File: config.mk
export PLATFORM = sky130hd
export DESIGN_NAME = mem_arbiter
export DESIGN_NICKNAME = d
export VERILOG_FILES = /design/src/rtl/cpu_types_pkg.sv /design/src/rtl/mem_wait_counter.sv /design/src/rtl/mem_arbiter.sv
export SDC_FILE = /design/constraint.sdc
export NUM_CORES = 1
export LEC_CHECK = 0
export CAP_MARGIN = 10
export CORE_MARGIN = 5
export CORE_UTILIZATION = 36
export CTS_BUF_LIST = sky130_fd_sc_hd__clkbuf_8
export DETAILED_ROUTE_END_ITERATION = 6
export HOLD_SLACK_MARGIN = 0.1
export PLACE_DENSITY_LB_ADDON = 0.2
export RECOVER_POWER = 100
export SYNTH_ARGS = -nofsm -noshare
export SYNTH_HDL_FRONTEND = slang
export SYNTH_SLANG_ARGS = --single-unit
File: constraint.sdc
create_clock -name CLK -period 2.1 [get_ports CLK]
set_input_delay 0.42 -clock CLK [delete_from_list [all_inputs] [get_ports CLK]]
set_output_delay 0.42 -clock CLK [all_outputs]
set_load 0.05 [all_outputs]
File: src/rtl/cpu_types_pkg.sv
// Shared CPU types: word/address typedefs and the memory arbiter state encoding.
package cpu_types_pkg;

    localparam int CPU_WORD_W = 32;
    localparam int CPU_ADDR_W = 32;

    typedef logic [CPU_WORD_W-1:0] word_t;
    typedef logic [CPU_ADDR_W-1:0] addr_t;

    typedef enum logic [1:0] {
        IDLE,
        IACC,
        DACC,
        RECOV
    } arb_state_t;

    // Width of a counter that must hold max_val, never narrower than 4 bits.
    function automatic int cnt_width(input int max_val);
        int w;
        w = $clog2(max_val + 1);
        return (w < 4) ? 4 : w;
    endfunction

endpackage

File: src/rtl/mem_wait_counter.sv
// Clearable, enabled up-counter; with SAT set it stops at MAX, otherwise it wraps.
module mem_wait_counter #(
    parameter int W   = 4,
    parameter int MAX = 15,
    parameter bit SAT = 1'b1
) (
    input  logic         clk,
    input  logic         rst_n,
    input  logic         clr,
    input  logic         en,
    output logic [W-1:0] cnt
);

    localparam logic [W-1:0] LIMIT = W'(MAX);

    always_ff @(posedge clk) begin
        if (!rst_n || clr) begin
            cnt <= '0;
        end else if (en && (!SAT || cnt != LIMIT)) begin
            cnt <= cnt + 1'b1;
        end
    end

endmodule

File: src/rtl/mem_arbiter.sv
// Single-port RAM arbiter: data requests beat instruction fetches, one-cycle hit pulses.
// Define ARB_PERF_EN to add icount/dcount/stall_cycles performance counters.
module mem_arbiter
    import cpu_types_pkg::*;
#(
    parameter int WORD_W   = 32,
    parameter int ADDR_W   = 32,
    parameter int WAIT_MAX = 15
) (
    input  logic              CLK,
    input  logic              nRST,
    input  logic              iREN,
    input  logic [ADDR_W-1:0] iaddr,
    input  logic              dREN,
    input  logic              dWEN,
    input  logic [ADDR_W-1:0] daddr,
    input  logic [WORD_W-1:0] dstore,
    input  logic              halt,
    output logic              ihit,
    output logic [WORD_W-1:0] iload,
    output logic              dhit,
    output logic [WORD_W-1:0] dload,
    output logic [ADDR_W-1:0] ramaddr,
    output logic              ramREN,
    output logic              ramWEN,
    output logic [WORD_W-1:0] ramstore,
    input  logic [WORD_W-1:0] ramload,
    input  logic              ram_ready,
    output logic              err_timeout
`ifdef ARB_PERF_EN
    ,
    output logic [31:0]       icount,
    output logic [31:0]       dcount,
    output logic [31:0]       stall_cycles
`endif
);

    localparam int                WAIT_W   = cnt_width(WAIT_MAX);
    localparam logic [WAIT_W-1:0] WAIT_LIM = WAIT_W'(WAIT_MAX);

    arb_state_t        state;
    logic              in_acc;
    logic              waiting;
    logic [WAIT_W-1:0] wait_cnt;

    assign in_acc  = (state == IACC) || (state == DACC);
    assign waiting = in_acc && !ram_ready;

    // Strobes follow the granted requester directly; it holds its request until the hit.
    always_comb begin
        ramaddr  = '0;
        ramREN   = 1'b0;
        ramWEN   = 1'b0;
        ramstore = '0;
        case (state)
            IACC: begin
                ramaddr = iaddr;
                ramREN  = 1'b1;
            end
            DACC: begin
                ramaddr  = daddr;
                ramREN   = dREN;
                ramWEN   = dWEN;
                ramstore = dstore;
            end
            default: ;
        endcase
    end

    // Cleared while idle so every access starts counting from zero.
    mem_wait_counter #(
        .W   (WAIT_W),
        .MAX (WAIT_MAX),
        .SAT (1'b1)
    ) u_wait (
        .clk   (CLK),
        .rst_n (nRST),
        .clr   (state == IDLE),
        .en    (waiting),
        .cnt   (wait_cnt)
    );

    always_ff @(posedge CLK) begin
        if (!nRST) begin
            state       <= IDLE;
            ihit        <= 1'b0;
            dhit        <= 1'b0;
            iload       <= '0;
            dload       <= '0;
            err_timeout <= 1'b0;
        end else begin
            ihit <= 1'b0;
            dhit <= 1'b0;
            if (wait_cnt == WAIT_LIM) err_timeout <= 1'b1;
            case (state)
                IDLE: begin
                    if (dREN || dWEN)      state <= DACC;
                    else if (iREN && !halt) state <= IACC;
                end
                IACC: begin
                    if (ram_ready) begin
                        iload <= ramload;
                        ihit  <= 1'b1;
                        state <= RECOV;
                    end
                end
                DACC: begin
                    if (ram_ready) begin
                        if (dREN) dload <= ramload;
                        dhit  <= 1'b1;
                        state <= RECOV;
                    end
                end
                default: state <= IDLE;
            endcase
        end
    end

`ifdef ARB_PERF_EN
    mem_wait_counter #(
        .W   (32),
        .MAX (WAIT_MAX),
        .SAT (1'b0)
    ) u_stall (
        .clk   (CLK),
        .rst_n (nRST),
        .clr   (1'b0),
        .en    (waiting),
        .cnt   (stall_cycles)
    );

    always_ff @(posedge CLK) begin
        if (!nRST) begin
            icount <= '0;
            dcount <= '0;
        end else begin
            if (state == IACC && ram_ready) icount <= icount + 32'd1;
            if (state == DACC && ram_ready) dcount <= dcount + 32'd1;
        end
    end
`endif

endmodule

After elaboration in Yosys (flattened, before gate mapping)
Cells that the tools add are included.

Register bits after elaboration: 73. Input port bits: 135. Output and inout port bits: 133. Logic and storage cells: 39.

Add/subtract/negate cells: 1. Equal/unequal tests: 6. Multiplexer cells: 9. Reductions and logical operators: 16.

Operator list (count): $pmux W32 S2 (1); $mux W32 (1); $reduce_and A2 Y1 (4); $mux W2 (3); $add A4 B1 Y4 const B (1); $eq A4 B4 Y1 const B (1); $ne A4 B4 Y1 const B (1); $pmux W2 S2 (1); $logic_and A1 B1 Y1 (3); $logic_not A1 Y1 (3); $logic_or A1 B1 Y1 (3); $ne A3 B3 Y1 const B (1); $reduce_and A3 Y1 (1); $eq A2 B1 Y1 const B (1); $eq A2 B2 Y1 const B (1); $logic_not A2 Y1 (1); $mux W1 (2); $ne A2 B1 Y1 const B (1); $pmux W1 S2 (1); $reduce_or A2 Y1 (1).

Longest topological paths before layout
Gate-level depths: netlist of the first run.

Word-level depth: 5. Gate-level depth with buffers: 8. Gate-level depth less buffers: 5.

Hierarchy
Synthesis of the first run repeated with hierarchy kept, for this count alone.

Cell total of the unflattened synthesis: 445. Area, all modules: 3721.1 sq um.

Modules (own cells, without submodules): mem_arbiter (instances 1, cells each 422, area each 3522.1 sq um, sequential area each 1381.3 sq um); mem_wait_counter (instances 1, cells each 23, area each 198.9 sq um, sequential area each 80.1 sq um).

Least setup slack after synthesis of the first run
OpenSTA, ideal clock, no wires.

Path kind: reg-to-output. From: register state[1]. To: output port ramREN. Arrival: 1.797 ns. Required time: 1.680 ns. Setup slack: -0.117 ns. Cell stages (with the launch flop): 6. Path buffers: 2. Cell sequence: dfxtp_1 -> inv_1 -> ha_1 -> buf_4 -> clkbuf_1 -> nor2b_1.

Longest elaborated chain between the ends: 2. Elaborated cells on any way between the ends: 3. Those cells by class: eq/ne (2); mux (1).

RTL lines: start: declaration (RTL line mem_arbiter.sv:41) `arb_state_t state;`; start signal: assignment (RTL line mem_arbiter.sv:85) `state <= IDLE;`; start signal: assignment (RTL line mem_arbiter.sv:97) `if (dREN || dWEN) state <= DACC;`; start signal: assignment (RTL line mem_arbiter.sv:98) `else if (iREN && !halt) state <= IACC;`; $eq A2 B2 Y1 or $eq A2 B1 Y1 (tied branches) (RTL line mem_arbiter.sv:55) `case (state)`; $pmux W1 S2 * (RTL line mem_arbiter.sv:55); end: declaration (RTL line mem_arbiter.sv:24) `output logic ramREN,`.

Mark *: on every way between the ends. The rest lies on a longest branch, timed or not.

Worst setup path in the final report of the first run
From: register state[0]. To: output port ramaddr[23].

Longest elaborated chain between the ends: 2. Elaborated cells on any way between the ends: 3. Those cells by class: eq/ne (2); mux (1).

RTL lines: $eq A2 B2 Y1 or $eq A2 B1 Y1 (tied branches) (RTL line mem_arbiter.sv:55); $pmux W32 S2 * (RTL line mem_arbiter.sv:55); end: declaration (RTL line mem_arbiter.sv:23) `output logic [ADDR_W-1:0] ramaddr,`.

Marks and branches as above.

==> results of run 1 <==
==> cells by family (layout without fill, tap and decap cells) <==
kind of cell | count (synthesis) | after routing | synth area share
AND/OR/NAND/NOR | 213 | 213 | 0.2713
AO/OA/AOI/OAI | 110 | 110 | 0.2482
flip-flops | 73 | 73 | 0.3912
buffers and inverters | 40 | 303 | 0.06061
adder cells (fa/ha/maj) | 7 | 7 | 0.02344
multiplexers | 2 | 2 | 0.005359
==> worst paths after layout <==
| kind | to | startpoint |
|---|---|---|
| worst min register to register | iload[10] | iload[10] |
| worst max register to register | u_wait.cnt[3] | state[0] |
| worst min-delay path | iload[10] | iload[10] |
| worst max-delay path | ramaddr[23] | state[0] |
==> worst min-delay path: cells and delay by family, from the launching register on <==
kind	cells	cell delay [ps]
AO/OA/AOI/OAI	1	50
flip-flops	1	310
AND/OR/NAND/NOR	1	50
==> routing by layer <==
layer	wire length [um]	vias up
li1	-	1986
met1	5515	1916
met2	7844	184
met3	1576	44
met4	724	0
met5	0	-
==> area by class of cell <==
| cell class | instances | area share |
|---|---|---|
| clock inverter | 5 | 0.01013 |
| clock buffer | 11 | 0.01946 |
| tap | 136 | 0.02188 |
| sequential | 73 | 0.1888 |
| timing repair buffer | 284 | 0.4636 |
| multi-input combinational | 332 | 0.2944 |
| inverter | 3 | 0.001769 |
==> synthesized netlist by cell type, drive strengths merged <==
cell	n
clkbuf	13
dfxtp	73
a21oi	4
or3	1
nor3b	1
mux2i	2
and2b	1
buf	24
inv	3
and2	34
a21boi	64
nand3b	1
o21a	2
nand2b	3
o41ai	2
nand2	131
a22oi	32
nand3	2
ha	7
o21ai	4
nor2b	35
and3	4
o311ai	2
==> registers in the layout, indices dropped and copies added (netlist names) <==
register     count
dload           32
iload           32
u_wait.cnt       4
dhit             1
err_timeout      1
state            2
ihit             1
==> repair_timing <==
action | 4_1_cts | 5_1_grt
setup endpoints to repair | 33 | 32
resized for setup | 29 | 16
gates cloned | 1 | 1
buffers inserted | 0 | 2
pin swaps | 3 | 2
==> power breakdown <==
| group | internal [W] | switching, W |
|---|---|---|
| clock network | 0.000729 | 0.000515 |
| logic | 0.00250 | 0.00287 |
| registers | 0.00153 | 0.0000904 |
| total | 0.00475 | 0.00347 |
==> through the flow <==
stage | TNS (ps) | cells | instance area (um2) | hold slack, ps | setup slack (ps)
after floorplan | 0 | 445 | 3811 | 445.0 | 1.686
after global placement | 0 | 824 | 7289 | 439.6 | 250.3
after detailed placement | 0 | 824 | 7289 | 447.4 | 162.6
after CTS | 0 | 841 | 7669 | 457.2 | 1.569
after global routing | -209.8 | 844 | 7779 | 476.9 | -34.00
final | 0 | 844 | 7779 | 455.6 | 24.17
==> key figures, run 1 <==
Drt
  – Detailed Route Iter0 Violations: 216
  – Antenna viol nets, final: 0
  – Routed wire per std cell: 18.55 um
  – TritonRoute pass-1 iters: 4
  – Via count: 4130
  – DR vias/cell: around 4.9
  – DRT Wirelength: approximately 16000 um
  – Remaining DRCs: 0

Floorplan
  – Initial Util: 0.3652
  – Die Ht: 111.9 um
  – I/O pin count: around 270
  – Cell row count: 37
  – Die W: 111.9 um
  – Die area: 0.01251 mm2
  – Core area: 0.01023 mm2

Layout
  – Reg area: roughly 0.0015 mm2
  – Commonest non-fill, non-tap cell in the layout: clkdlybuf4s50_1
  – Area of the multi-input gates: 0.002290 mm2
  – P&R area growth vs syn: 108.2%
  – # fillers: 694
  – Nets: 845
  – Most frequent cells in the layout: clkdlybuf4s50_1, nand2_1, buf_12
  – ANT cells: 0
  – Fin util: 0.7603
  – Share of layout cells above drive strength 1: 0.2698

Worst setup path
  – CP bufs+invs: 3
  – CP Capture Type: output pin
  – Family with the most delay on the worst path: flip-flops
  – Startpoint Class: flip-flop
  – Critical path, cell by cell: inv_4 -> ha_4 -> buf_6 -> a22oi_1 -> nor2b_2 -> buf_12
  – Critical Path AT: 1660 ps
  – CP max stage delay: a little under 400 ps
  – Crit-path slowest cell: dfxtp_4
  – Number of cells on the worst reg-to-reg path: 6
  – Reg2reg setup slack: around 470 ps
  – Critical path required time: 1680 ps
  – Crit path max fanout: 8
  – Critical path depth in cells: 6
  – CP Class: flip-flop to output pin

CTS
  – Clock slew at reported path FFs: roughly 80 ps
  – CTS tree: yes
  – Worst skew pair latency: 350 ps
  – Clk buf depth: 2
  – Clk root buf: clkbuf_8
  – Depth of the CTS H-tree: 3
  – Hold buffers post-CTS: 0
  – Clock Sink Count: between 70 and 80
  – CTS Buf Count: 9

Synth
  – Sequential share of the synthesized area: 0.3912
  – Leading area contributor after synthesis: dfxtp_1
  – Distinct cells, synth: 30
  – FF+latch count, synth: 73
  – Syn. warnings: 0
  – Avg Synthesized Cell Area: roughly 8.4 um2
  – Post-Syn Area: 0.003736 mm2
  – Post-Synthesis Cells: 445
  – Net count after synthesis: 587
  – Top cells by area, synth: dfxtp_1, nand2_1, a21boi_2
  – Share of the synthesized area in the top cell type: 0.3912

Global route
  – Vias in the first global route: ~4200
  – Largest net degree at the start of global routing: 39
  – First-pass GRT wire length: 23120 um
  – Met3 Use GR: 0.1000
  – Number of antenna violations at the first check in global routing: 0
  – Most Crowded Layer GR: met2
  – Grt total ovfl: 0
  – Met2 usage: 0.4021
  – Met1 usage: 0.2469
  – Total GRT Usage: 0.2354

Status
  – Status: completed

Power and ir drop
  – Max rail drop VDD: 0.5389 mV
  – Leak pwr: 2.761 nW
  – Pwr Density: 1057 mW/mm2
  – Total power: ~0.0082 W

STA
  – RSZ-0062 raised after global routing: yes
  – Slew @ Worst Pin: approximately 590 ps
  – Pins Over Slew Limit: 0
  – Final setup viols: 0
  – Fin Clk Skew: roughly 7 ps
  – Min Tclk post-route: between 2000 and 2500 ps
  – Crit share post-route: 0.9885
  – Slew headroom: 0.6087
  – Fmax: 481.7 MHz
  – Hold Fails Final Rpt: 0

Placed design
  – GP Congestion: 0.8778
  – Hpwl dp: 11880 um
  – I/O Buffers: 267

Worst hold path
  – HP Class: flip-flop to flip-flop
  – Hold depth: 2

Run
  – Max-Cap Viols: 0
Note: power is estimated with default switching activity, not from simulation.
==> run 2: changes to the inputs <==
--- a/config.mk
+++ b/config.mk
@@ -5,14 +5,15 @@
 export SDC_FILE = /design/constraint.sdc
 export NUM_CORES = 1
 export LEC_CHECK = 0
+export ABC_AREA = 1
 export CAP_MARGIN = 10
 export CORE_MARGIN = 5
-export CORE_UTILIZATION = 36
+export CORE_UTILIZATION = 35
 export CTS_BUF_LIST = sky130_fd_sc_hd__clkbuf_8
 export DETAILED_ROUTE_END_ITERATION = 6
 export HOLD_SLACK_MARGIN = 0.1
 export PLACE_DENSITY_LB_ADDON = 0.2
-export RECOVER_POWER = 100
+export RECOVER_POWER = 50
 export SYNTH_ARGS = -nofsm -noshare
 export SYNTH_HDL_FRONTEND = slang
 export SYNTH_SLANG_ARGS = --single-unit
==> run 2 against run 1 <==
Hold slack lost 29 ps. Sequential power grew 10%. Sequential share of layout area grew 0.51 points. Synthesized cell count grew 17%. Fmax grew 1.1%. Die area shrank 3.4%. Largest power group unchanged.
==> key figures, run 2 <==
Status
  – Status: completed (unchanged)

Drt
  – Detailed Route Iter0 Violations: 236 (was 216)
  – DR vias/cell: 4.734 (was 4.893)
  – Antenna viol nets, final: 0 (unchanged)
  – TritonRoute pass-1 iters: 4 (unchanged)
  – Routed wire per std cell: 17.79 um (was 18.55 um)
  – Via count: 4360 (was 4130)
  – DRT Wirelength: 16390 um (was 15660 um)
  – Remaining DRCs: 0 (unchanged)

Placed design
  – Hpwl dp: 12060 um (was 11880 um)
  – Pre-CTS setup slack: 151.6 ps (was 162.6 ps)
  – I/O Buffers: 267 (unchanged)
  – GP Congestion: 0.8745 (was 0.8778)
  – Dpl cells: 897 (was 824)

CTS
  – Clk buf depth: 2 (unchanged)
  – Worst skew pair latency: 340 ps (was 350 ps)
  – CTS Buf Count: 9 (unchanged)
  – CTS tree: yes (unchanged)
  – Depth of the CTS H-tree: 3 (unchanged)
  – Clk root buf: clkbuf_8 (unchanged)
  – Clock slew at reported path FFs: 80 ps (about the same)
  – Hold buffers post-CTS: 0 (unchanged)
  – Clock Sink Count: 73 (unchanged)

STA
  – Fmax: 486.8 MHz (was 481.7 MHz)
  – Slew @ Worst Pin: 579.0 ps (was 585.1 ps)
  – Pins Over Slew Limit: 0 (unchanged)
  – Final worst slack: 45.95 ps (was 24.17 ps)
  – Hold Fails Final Rpt: 0 (unchanged)
  – Post-route setup TNS: 0 ps (unchanged)
  – Crit share post-route: 0.9781 (was 0.9885)
  – Fin Clk Skew: 9.411 ps (was 7.174 ps)
  – Slew headroom: 0.6127 (was 0.6087)
  – Final setup viols: 0 (unchanged)
  – Min Tclk post-route: 2054 ps (was 2076 ps)

Synth
  – Distinct cells, synth: 19 (was 30)
  – Syn. warnings: 0 (unchanged)
  – Leading area contributor after synthesis: dfxtp_1 (unchanged)
  – Avg Synthesized Cell Area: 6.712 um2 (was 8.396 um2)
  – Post-Syn Area: 0.003497 mm2 (was 0.003736 mm2)
  – Share of the synthesized area in the top cell type: 0.4179 (was 0.3912)
  – EDFF count, synth: 0 (unchanged)
  – FFs w/ async S/R, synth: 0 (unchanged)
  – Net count after synthesis: 663 (was 587)
  – Top cells by area, synth: dfxtp_1, nand2_1, a21oi_1 (was dfxtp_1, nand2_1, a21boi_2)
  – Post-Synthesis Cells: 521 (was 445)
  – Sequential share of the synthesized area: 0.4179 (was 0.3912)
  – Top-count cell post-synth: nand2_1 (unchanged)
  – Synth cell count leaders: nand2_1, nor2_1, dfxtp_1, inv_1, a21oi_1 (was nand2_1, dfxtp_1, nor2b_1, and2_1, a22oi_1)
  – Top FF cell, synth: dfxtp_1 (unchanged)
  – FF+latch count, synth: 73 (unchanged)

Layout
  – Share of layout cells above drive strength 1: 0.1891 (was 0.2698)
  – Top flop regs: dload (32), iload (32), u_wait.cnt (4) (unchanged)
  – Nets: 925 (was 845)
  – Most frequent cells in the layout: clkdlybuf4s50_1, nand2_1, nor2_1 (was clkdlybuf4s50_1, nand2_1, buf_12)
  – P&R area growth vs syn: 116.6% (was 108.2%)
  – Commonest non-fill, non-tap cell in the layout: clkdlybuf4s50_1 (unchanged)
  – ANT cells: 0 (unchanged)
  – Non-Filler Instances: 921 (was 844)

Floorplan
  – Initial Util: 0.3578 (was 0.3652)
  – Die Ht: 110.0 um (was 111.9 um)
  – Die area: 0.01209 mm2 (was 0.01251 mm2)
  – I/O pin count: 268 (unchanged)
  – Die W: 110.0 um (was 111.9 um)
  – Cell row count: 36 (was 37)
  – Core area: 0.009774 mm2 (was 0.01023 mm2)

Worst setup path
  – Reg-to-reg endpoint: iload[26] (was u_wait.cnt[3])
  – Critical path, cell by cell: buf_4 -> ha_4 -> buf_16 -> nand2_1 -> a21oi_2 -> buf_12 (was inv_4 -> ha_4 -> buf_6 -> a22oi_1 -> nor2b_2 -> buf_12)
  – Crit-path slowest cell: dfxtp_4 (unchanged)
  – Critical Path AT: 1630 ps (was 1660 ps)
  – Worst reg2reg startpoint: state[0] (unchanged)
  – CP max stage delay: 380 ps (was 390 ps)
  – CP Capture Type: output pin (unchanged)
  – CP endpoint: ramaddr[12] (was ramaddr[23])
  – Critical path required time: 1680 ps (about the same)
  – Startpoint Class: flip-flop (unchanged)
  – Number of cells on the worst reg-to-reg path: 8 (was 6)
  – Crit path max fanout: 16 (was 8)
  – CP Class: flip-flop to output pin (unchanged)
  – Reg2reg setup slack: 210 ps (was 470 ps)
  – Beginning of the critical path: state[1] (was state[0])

Global route
  – Met2 usage: 0.4623 (was 0.4021)
  – Met3 Use GR: 0.08984 (was 0.1000)
  – Grt total ovfl: 0 (unchanged)
  – Number of antenna violations at the first check in global routing: 0 (unchanged)
  – Vias in the first global route: 4449 (was 4190)
  – Met1 usage: 0.2660 (was 0.2469)
  – Total GRT Usage: 0.2553 (was 0.2354)
  – First-pass GRT wire length: 23630 um (was 23120 um)
  – Largest net degree at the start of global routing: 48 (was 39)
  – Most Crowded Layer GR: met2 (unchanged)

Power and ir drop
  – Max rail drop VDD: 0.8516 mV (was 0.5389 mV)
  – Leak pwr: 3.002 nW (was 2.761 nW)
  – Total power: 0.01113 W (was 0.008222 W)
  – Pwr Density: 1470 mW/mm2 (was 1057 mW/mm2)

Worst hold path
  – HP Class: primary input to flip-flop (was flip-flop to flip-flop)

Run
  – Max-Cap Viols: 0 (unchanged)
[run 2: final cells by class]
type,count,area (um2)
multi-input cells,339,1818
clock inverters,7,102.6
fillers,684,2200
repair buffers,285,3606
well taps,133,166.4
inverters,75,289.0
flip-flops and latches,73,1469
clock buffers,9,123.9
[run 2: logic make-up after synthesis]
| group | synth area share |
|---|---|
| buffers and inverters | 0.1413 |
| AOI/OAI and AO/OA | 0.1982 |
| and+or+nand+nor | 0.2175 |
| adders and majority gates | 0.02504 |
| DFF | 0.4179 |
[run 2: worst min-delay path by stage]
stage             startpoint       endpoint  slack, ps  cells past startpoint
2_1_floorplan  u_wait.cnt[0]  u_wait.cnt[0]        460                      2
3_3_place_gp        dload[5]       dload[5]        430                      2
3_5_place_dp       dload[14]      dload[14]        440                      2
4_1_cts                 nRST           ihit        420                      3
5_1_grt                 nRST           ihit        430                      3
6_report                nRST           ihit        430                      3
[run 2: per-layer routing]
metal | vias up | wire length, um
li1 | 2146 | -
met1 | 1983 | 5882
met2 | 195 | 8415
met3 | 36 | 1584
met4 | 0 | 507
met5 | - | 0
[run 2: report_power, final]
group	switching (W)	total (W)	internal [W]
combinational	0.00476	0.00811	0.00335
clock	0.000554	0.00124	0.000684
sequential	0.000152	0.00179	0.00164
[run 2: worst max-delay path: cells and delay by family, from the launching register on]
kind                     cells  cell delay, ps
buffers and inverters        3             440
flip-flops                   1             380
AO/OA/AOI/OAI                1             200
adder cells (fa/ha/maj)      1             180
AND/OR/NAND/NOR              1              80
[run 2: metrics by stage]
step	utilization	hold WS, ps	instance area, um2
6_report	0.7750	426.4	7575
3_5_place_dp	0.7089	437.3	6929
4_1_cts	0.7582	418.8	7411
2_1_floorplan	-	455.8	3497
5_1_grt	0.7750	433.3	7575
3_3_place_gp	0.7089	431.3	6929
[run 2: timing repair]
action	CTS	global route
endpoints found under the setup margin	33	33
cloned	2	3
setup buffers	0	3
pin swaps	2	3
gates resized for setup	49	19
==> run 3: changes to the inputs <==
--- a/config.mk
+++ b/config.mk
@@ -11,9 +11,11 @@
 export CORE_UTILIZATION = 35
 export CTS_BUF_LIST = sky130_fd_sc_hd__clkbuf_8
 export DETAILED_ROUTE_END_ITERATION = 6
+export GPL_TIMING_DRIVEN = 0
 export HOLD_SLACK_MARGIN = 0.1
 export PLACE_DENSITY_LB_ADDON = 0.2
 export RECOVER_POWER = 50
+export SLEW_MARGIN = 30
 export SYNTH_ARGS = -nofsm -noshare
 export SYNTH_HDL_FRONTEND = slang
 export SYNTH_SLANG_ARGS = --single-unit
==> run 3 against run 2 <==
Critical path depth did not move. Sequential power barely moved. Fmax fell by 0.63%. Non-clock buffer count rose by 25. Register-to-register slack improved by 250 ps. Final cell count rose by 2.7%. Clock-buffer cell count did not move. Total power fell by 15%. Hold slack improved by 19 ps. First-iteration DRC count fell by 23%. Largest cell class unchanged.
==> key figures, run 3 (same netlist as run 2, synthesis figures left out) <==
CTS
  – Clk buf depth: 2 (unchanged)
  – Clock slew at reported path FFs: 80 ps (about the same)
  – Clock Sink Count: 73 (unchanged)
  – Worst skew pair latency: 340 ps (about the same)
  – Clk root buf: clkbuf_8 (unchanged)
  – CTS Buf Count: 9 (unchanged)
  – CTS tree: yes (unchanged)
  – Depth of the CTS H-tree: 3 (unchanged)
  – Hold buffers post-CTS: 0 (unchanged)

Drt
  – Routed wl met2: 7529 um (was 8415 um)
  – DR WL met3: 1654 um (was 1584 um)
  – Detailed Route Iter0 Violations: 182 (was 236)
  – TritonRoute pass-1 iters: 4 (unchanged)
  – Via count: 4444 (was 4360)
  – DRT Wirelength: 15220 um (was 16390 um)
  – DR vias/cell: 4.698 (was 4.734)
  – Routed wire per std cell: 16.08 um (was 17.79 um)
  – M1 WL: 5677 um (was 5882 um)
  – DR top layer: met4 (unchanged)
  – Antenna viol nets, final: 0 (unchanged)
  – Remaining DRCs: 0 (unchanged)

Floorplan
  – Core area: 0.009774 mm2 (unchanged)
  – Initial Util: 0.3578 (unchanged)
  – Cell row count: 36 (unchanged)
  – Die area: 0.01209 mm2 (unchanged)
  – I/O pin count: 268 (unchanged)
  – Die W: 110.0 um (unchanged)
  – Die Ht: 110.0 um (unchanged)

Worst hold path
  – Min-delay src: dload[5] (was nRST)
  – HP Class: flip-flop to flip-flop (was primary input to flip-flop)
  – Hold EP: dload[5] (was ihit)
  – Hold depth: 2 (was 3)

STA
  – Post-route setup TNS: 0 ps (unchanged)
  – Crit share post-route: 0.9843 (was 0.9781)
  – Pins Over Slew Limit: 0 (unchanged)
  – Slew @ Worst Pin: 561.4 ps (was 579.0 ps)
  – Min Tclk post-route: 2067 ps (was 2054 ps)
  – Hold Fails Final Rpt: 0 (unchanged)
  – Slew headroom: 0.6246 (was 0.6127)
  – WHS: 445.1 ps (was 426.4 ps)
  – RSZ-0062 raised after global routing: yes
  – Final setup viols: 0 (unchanged)
  – Fmax: 483.8 MHz (was 486.8 MHz)
  – Fin Clk Skew: 11.39 ps (was 9.411 ps)
  – Final worst slack: 32.97 ps (was 45.95 ps)

Status
  – Status: completed (unchanged)

Placed design
  – Dpl cells: 921 (was 897)
  – I/O Buffers: 267 (unchanged)
  – Pre-CTS setup slack: -528.5 ps (was 151.6 ps)
  – Hpwl dp: 12050 um (was 12060 um)
  – GP Congestion: 0.9358 (was 0.8745)

Power and ir drop
  – Clock share of power: 0.129 (was 0.111)
  – Pwr Density: 1391 mW/mm2 (was 1470 mW/mm2)
  – Leak pwr: 2.902 nW (was 3.002 nW)
  – Logic gate share of total power: 0.682 (was 0.728)
  – Sequential share of power: 0.189 (was 0.161)
  – Max rail drop VDD: 0.7087 mV (was 0.8516 mV)
  – P_sw: 0.004901 W (was 0.005468 W)
  – Design internal power: 0.004582 W (was 0.005667 W)
  – Sw Share: 0.5168 (was 0.4910)

Run
  – Max-Cap Viols: 0 (unchanged)

Layout
  – Non-Filler Instances: 946 (was 921)
  – Commonest non-fill, non-tap cell in the layout: clkdlybuf4s50_1 (unchanged)
  – Fin util: 0.6975 (was 0.7750)
  – P&R area growth vs syn: 94.96% (was 116.6%)
  – Most frequent cells in the layout: clkdlybuf4s50_1, nand2_1, nor2_1 (unchanged)
  – Top flop regs: dload (32), iload (32), u_wait.cnt (4) (unchanged)
  – ANT cells: 0 (unchanged)
  – Nets: 950 (was 925)
  – Share of layout cells above drive strength 1: 0.1894 (was 0.1891)

Worst setup path
  – Critical Path AT: 1650 ps (was 1630 ps)
  – Family with the most delay on the worst path: buffers and inverters (unchanged)
  – Critical path, cell by cell: inv_6 -> ha_4 -> inv_4 -> clkbuf_8 -> a21oi_1 -> buf_4 (was buf_4 -> ha_4 -> buf_16 -> nand2_1 -> a21oi_2 -> buf_12)
  – CP max stage delay: 390 ps (was 380 ps)
  – Crit path max fanout: 10 (was 16)
  – Worst reg2reg startpoint: state[1] (was state[0])
  – CP bufs+invs: 4 (was 3)
  – Reg2reg setup slack: 460 ps (was 210 ps)
  – CP Capture Type: output pin (unchanged)
  – Reg-to-reg endpoint: iload[7] (was iload[26])
  – Crit-path slowest cell: dfxtp_4 (unchanged)
  – Number of cells on the worst reg-to-reg path: 8 (unchanged)
  – Critical path required time: 1680 ps (about the same)
  – Startpoint Class: flip-flop (unchanged)
  – CP Class: flip-flop to output pin (unchanged)

Global route
  – Grt total ovfl: 0 (unchanged)
  – Total GRT Usage: 0.2297 (was 0.2553)
  – First-pass GRT wire length: 21620 um (was 23630 um)
  – Number of antenna violations at the first check in global routing: 0 (unchanged)
  – Vias in the first global route: 4311 (was 4449)
  – Largest net degree at the start of global routing: 15 (was 48)
[run 3: power by group through the flow]
stage / clock network, W / registers [W] / logic (W)
4_1_cts: 0.00126 / 0.00177 / 0.00592
3_3_place_gp: 0 / 0.00178 / 0.00560
3_5_place_dp: 0 / 0.00179 / 0.00570
6_report: 0.00123 / 0.00179 / 0.00646
5_1_grt: 0.00131 / 0.00182 / 0.00680
2_1_floorplan: 0 / 0.00249 / 0.00303
[run 3: worst max-delay path by stage]
stage | from | endpoint | slack, ps | cells past startpoint
6_report | state[0] | ramaddr[0] | 30 | 6
5_1_grt | state[0] | ramaddr[27] | -80 | 6
4_1_cts | state[0] | ramstore[3] | -10 | 7
3_5_place_dp | state[0] | ramstore[3] | -530 | 7
3_3_place_gp | state[0] | ramstore[3] | -450 | 7
2_1_floorplan | state[1] | ramaddr[15] | -70 | 5
[run 3: metrics by stage]
step	cell area, um2	total power (W)
after CTS	6548	0.008951
after global placement	6336	0.007379
after global routing	6818	0.009930
after detailed placement	6336	0.007487
after floorplan	3497	0.005517
final	6818	0.009483
[run 3: worst min-delay path, delay by kind of cell (launching register included)]
kind            cells  cell delay (ps)
compound gates      1               50
flops               1              320
buf+inv             1               40
[run 3: area by class of cell]
type                            instances  area, um2
Clock buffer                            9      123.9
Tap cell                              133      166.4
Fill cell                             839       2957
Timing Repair Buffer                  276       2673
Inverter                               75      291.5
Clock inverter                          7      102.6
Buffer                                 34      330.3
Multi-Input combinational cell        339       1662
Sequential cell                        73       1469
[run 3: what timing repair did]
item,4_1_cts,5_1_grt
setup buffers,1,4
pin swaps,0,4
cloned,0,4
endpoints found under the setup margin,66,65
gates resized for setup,428,64
[run 3: per-layer routing]
metal	global-route usage	vias to the layer above
li1	-	2190
met1	0.2402	2044
met2	0.4159	182
met3	0.08925	28
met4	0.08014	0
met5	0	-
